File: src/rtl/m6502_pkg.sv
// ---- m6502_pkg: shared ALU opcodes, RMW operation encoding and sequencer states (rev 1.0) ----
`default_nettype none

package m6502_pkg;

  localparam logic [7:0] ALU_NOP = 8'h00;
  localparam logic [7:0] ALU_SHL = 8'h11;
  localparam logic [7:0] ALU_SHR = 8'h13;
  localparam logic [7:0] ALU_INC = 8'h22;
  localparam logic [7:0] ALU_DEC = 8'h24;

  typedef enum logic [2:0] {
    RMW_ASL  = 3'd0,
    RMW_LSR  = 3'd1,
    RMW_ROL  = 3'd2,
    RMW_ROR  = 3'd3,
    RMW_INC  = 3'd4,
    RMW_DEC  = 3'd5,
    RMW_RSV6 = 3'd6,
    RMW_RSV7 = 3'd7
  } rmw_op_e;

  typedef enum logic [2:0] {
    ST_IDLE   = 3'd0,
    ST_READ   = 3'd1,
    ST_WAIT   = 3'd2,
    ST_DWRITE = 3'd3,
    ST_FWRITE = 3'd4
  } rmw_state_e;

  function automatic logic is_shift(input rmw_op_e op);
    return (op == RMW_ASL) || (op == RMW_LSR) || (op == RMW_ROL) || (op == RMW_ROR);
  endfunction

endpackage

`default_nettype wire

File: src/rtl/m6502_rmw_sequencer.sv
// ---- m6502_rmw_sequencer: 6502 read / dummy-write / final-write sequence with external ALU (rev 1.0) ----
`default_nettype none

module m6502_rmw_sequencer
  import m6502_pkg::*;
#(
  parameter int ADDR_WIDTH = 16
) (
  input  logic                  clk,
  input  logic                  reset_n,
  input  logic                  start,
  input  logic [2:0]            rmw_op,
  input  logic [ADDR_WIDTH-1:0] addr,
  input  logic                  c_in,
  output logic                  ready,
  output logic                  mem_cs,
  output logic                  mem_we,
  output logic [ADDR_WIDTH-1:0] mem_addr,
  output logic [7:0]            mem_wr_data,
  input  logic [7:0]            mem_rd_data,
  output logic [7:0]            alu_operation,
  output logic [7:0]            alu_op_a,
  output logic [7:0]            alu_op_b,
  output logic                  alu_carry_in,
  input  logic [7:0]            alu_result,
  input  logic                  alu_carry,
  output logic                  flags_we,
  output logic                  c_out,
  output logic                  z_out,
  output logic                  n_out
);

  rmw_state_e            state, state_nxt;
  logic [ADDR_WIDTH-1:0] addr_q;
  rmw_op_e               op_q;
  logic                  cin_q;
  logic [7:0]            operand_q;
  logic [7:0]            result_q;
  logic                  carry_q;
  logic                  op_valid;

  assign op_valid = (op_q <= RMW_DEC);

  always_ff @(posedge clk) begin
    if (!reset_n) begin
      state     <= ST_IDLE;
      addr_q    <= '0;
      op_q      <= RMW_ASL;
      cin_q     <= 1'b0;
      operand_q <= 8'h00;
      result_q  <= 8'h00;
      carry_q   <= 1'b0;
    end else begin
      state <= state_nxt;
      case (state)
        ST_IDLE: begin
          if (start) begin
            addr_q <= addr;
            op_q   <= rmw_op_e'(rmw_op);
            cin_q  <= c_in;
          end
        end
        ST_WAIT:   operand_q <= mem_rd_data;
        ST_DWRITE: begin
          result_q <= alu_result;
          carry_q  <= alu_carry;
        end
        default: ;
      endcase
    end
  end

  always_comb begin
    state_nxt     = state;
    ready         = 1'b0;
    mem_cs        = 1'b0;
    mem_we        = 1'b0;
    mem_addr      = '0;
    mem_wr_data   = 8'h00;
    alu_operation = 8'h00;
    alu_op_a      = 8'h00;
    alu_op_b      = 8'h00;
    alu_carry_in  = 1'b0;
    flags_we      = 1'b0;
    c_out         = 1'b0;
    z_out         = 1'b0;
    n_out         = 1'b0;
    case (state)
      ST_IDLE: begin
        ready = 1'b1;
        if (start) state_nxt = ST_READ;
      end
      ST_READ: begin
        mem_cs    = 1'b1;
        mem_addr  = addr_q;
        state_nxt = ST_WAIT;
      end
      ST_WAIT: state_nxt = ST_DWRITE;
      ST_DWRITE: begin
        // The 6502 writes the unmodified value back while the ALU works on it.
        mem_cs      = 1'b1;
        mem_we      = 1'b1;
        mem_addr    = addr_q;
        mem_wr_data = operand_q;
        alu_op_a    = operand_q;
        case (op_q)
          RMW_ASL: alu_operation = ALU_SHL;
          RMW_ROL: begin alu_operation = ALU_SHL; alu_carry_in = cin_q; end
          RMW_LSR: alu_operation = ALU_SHR;
          RMW_ROR: begin alu_operation = ALU_SHR; alu_carry_in = cin_q; end
          RMW_INC: alu_operation = ALU_INC;
          RMW_DEC: alu_operation = ALU_DEC;
          default: alu_operation = ALU_NOP;
        endcase
        state_nxt = ST_FWRITE;
      end
      ST_FWRITE: begin
        mem_cs      = 1'b1;
        mem_we      = 1'b1;
        mem_addr    = addr_q;
        mem_wr_data = result_q;
        flags_we    = op_valid;
        if (op_valid) begin
          // INC/DEC leave C untouched, so the captured flag is echoed back.
          c_out = is_shift(op_q) ? carry_q : cin_q;
          z_out = (result_q == 8'h00);
          n_out = result_q[7];
        end
        state_nxt = ST_IDLE;
      end
      default: state_nxt = ST_IDLE;
    endcase
  end

endmodule

`default_nettype wire

File: config.mk
export PLATFORM = sky130hd
export DESIGN_NAME = m6502_rmw_sequencer
export DESIGN_NICKNAME = d
export VERILOG_FILES = /design/src/rtl/m6502_pkg.sv /design/src/rtl/m6502_rmw_sequencer.sv
export SDC_FILE = /design/constraint.sdc
export NUM_CORES = 1
export LEC_CHECK = 0
export BUFFER_PORTS_ARGS = -buffer_cell sky130_fd_sc_hd__buf_2
export CORE_UTILIZATION = 47
export CTS_CLUSTER_DIAMETER = 50
export CTS_CLUSTER_SIZE = 10
export DETAILED_ROUTE_END_ITERATION = 8
export HOLD_SLACK_MARGIN = 0.06
export PLACE_DENSITY = 0.78
export SYNTH_ARGS = -nofsm -noshare
export SYNTH_HDL_FRONTEND = slang
export SYNTH_SLANG_ARGS = --single-unit
File: constraint.sdc
create_clock -name clk -period 1.76 [get_ports clk]
set_input_delay 0.176 -clock clk [delete_from_list [all_inputs] [get_ports clk]]
set_output_delay 0.176 -clock clk [all_outputs]
set_load 0.03 [all_outputs]
==> impl_metrics.yaml <==
outcome:
  outcome: "finished, final reports clean"
yosys:
  yosys-top-cells-area: "dfxtp_1, mux2i_1, nand2_1, buf_4, a21boi_2"
  syn_inst: 250
  ys_seq_elements: 40
  synth_common_cells: "nand2_1, dfxtp_1, mux2i_1"
  yosysWarnings: 0
  ys_seq_area_share_pct: 37.0
  synth.largest_area_cell: "dfxtp_1"
  synth_edf_count: 0
  ys_async_sr_fraction_pct: 0
  synthDistinctLibCells: 32
  synth_area_per_cell_sq_um: 8.66
  synth_most_common_cell: "nand2_1"
  netlist_area_sq_mm: 0.00216
  ys.flop_type: "dfxtp_1"
  synth.top_cell.area_share_pct: 37.0
floorplan:
  rows: 24
  die_w_um: 69.9
  pin_count: 96
  dieArea_sq_mm: 0.00488
  core_area_sq_mm: 0.00438
  dieHeight_um: 69.9
  initial_core_util_pct: 49.4
global_routing:
  grt_pass1_vias: 1726
  grt_start_max_net_pins: 33
  overflow: 0
  grt_antenna_before_repair: 0
  grt_pass1_wl_um: 7710
  grt_util_all_layers_pct: 19.5
pwr:
  irDropWorstVdd_mv: 0.407
  powerDensity_mw_per_mm2: 720
  p_leak_uw: 0.00132
  fin_total_pwr_uw: 2060
cts:
  htree_levels: 2
  hold_buffers: 0
  clk_latency_ns: 0.29
  cts_sinks: 40
  cts_tree: "built"
  numCtsBuffers: 5
  clockBufferDepth: 2
  root_buffer: "clkbuf_8"
  clk_pin_slew_ns: 0.08
timing:
  setup_viol: 0
  finClkSkew_ns: 0.00705
  final_max_slew_viol_count: 0
  layout_worst_path_cycle_share_pct: 97.6
  final-hold-violation-count: 0
  fin_crit_ns: 1.72
  setup_tns_ns: 0
  max_clock_freq_mhz: 582
setup_path:
  worstPathMaxFanout: 10
  cp.arrival_ns: 1.54
  path_class: "reg2out"
  cp-start-kind: "register"
  endpoint_kind: "output pin"
  reg2reg_setup_slack_ns: 0.43
  reg2reg_depth: 4
  cp.required_ns: 1.58
place:
  port_buffers: 84
  place_congestion: 0.783
  place_hpwl_um: 3390
flow_run:
  maxCapViolCount: 0
routing:
  wire_per_inst_um: 12.6
  drtIter0Drc: 66
  wirelength_um: 4830
  via_count: 1886
  ant_nets: 0
  firstDrtPassIters: 4
  drc: 0
  viasPerCell: 4.92
cells_and_area:
  nets: 371
  drive_above_1_share_pct: 38.4
  syn_to_final_growth_pct: 32.1
  insertedDiodeCount: 0
worst_hold_path:
  whs_path_depth: 3
  hp-class: "in2reg"
-- report_power, final --
part           internal (uW)  switching (uW)  leakage [uW]  total (uW)
clock                    268             306     0.0000400         574
combinational            206             263      0.000955         468
sequential               971            47.6      0.000328        1020
-- flip-flops by register name, summed over array words and instances (netlist names) --
signal,cells
addr_q,16
carry_q,1
cin_q,1
op_q,3
operand_q,8
result_q,8
state,3
-- critical path: stages, from the launching register on --
cell      delay, ns
dfxtp_4        0.37
or3b_4         0.41
buf_12         0.16
a21boi_2       0.11
buf_2          0.20
-- through the flow --
stage	hold slack, ns	setup slack (ns)	instance area [sq um]	cells	util, %
floorplan	0.318	-0.0574	2200	260	-
global placement	0.423	0.255	2590	373	59.1
detailed placement	0.430	0.160	2590	373	59.1
CTS	0.115	0.00136	2730	380	62.2
global route	0.127	-0.00994	2860	383	65.2
finish	0.123	0.0421	2860	383	65.2
-- layout by cell type, fill, tap and decap left out, types with 2 or more instances in the layout --
| cell type | Yosys | final |
|---|---|---|
| and2_1 | 9 | 9 |
| buf_2 | 9 | 60 |
| a21boi_1 | 0 | 4 |
| a21boi_2 | 7 | 10 |
| nand2b_1 | 2 | 2 |
| nand2_1 | 78 | 78 |
| buf_6 | 2 | 6 |
| nor3b_1 | 4 | 3 |
| a22o_1 | 8 | 8 |
| clkbuf_8 | 0 | 5 |
| dfxtp_1 | 40 | 37 |
| nor3_1 | 3 | 3 |
| buf_12 | 0 | 4 |
| clkbuf_4 | 0 | 3 |
| mux2i_1 | 37 | 37 |
| conb_1 | 1 | 11 |
| dfxtp_2 | 0 | 2 |
| nor4_1 | 2 | 2 |
| and3_1 | 2 | 2 |
| a21boi_4 | 0 | 2 |
| buf_4 | 16 | 24 |
-- path summary, 6_finish.rpt --
path	start	endpoint
worst max-delay path	state[0]	mem_addr[8]
worst min-delay path	addr[4]	addr_q[4]
worst min register to register	state[2]	state[1]
worst max register to register	state[0]	addr_q[13]
-- timing repair --
action	CTS	global route
gates resized for setup	29	37
endpoints found under the setup margin	23	28
pin swaps	0	1
buffers inserted	0	1
cloned	0	2
-- final cells by class --
cell class	instances	area [sq um]
repair buffers	99	681
clock buffers	5	68.8
clock inverters	2	12.5
fillers	375	1520
flip-flops and latches	40	807
well taps	52	65.1
multi-input cells	185	1230
-- metal layers --
metal  routed length [um]  part of all wire, %  track usage [%]
met3                  138                  2.9             2.60
met2                 2390                   49             34.2
met1                 2210                   46             23.9
met5                    0                    0                0
met4                   91                  1.9             8.22
-- kinds of logic after synthesis --
kind of cell,count (synthesis),synth area share (%)
flops,40,37.0
mux,38,17.6
other cells,1,0.173
simple gates,108,23.2
xor+xnor,1,0.405
compound gates,27,10.9
buf+inv,35,10.7
(Power assumes the default switching activity.)
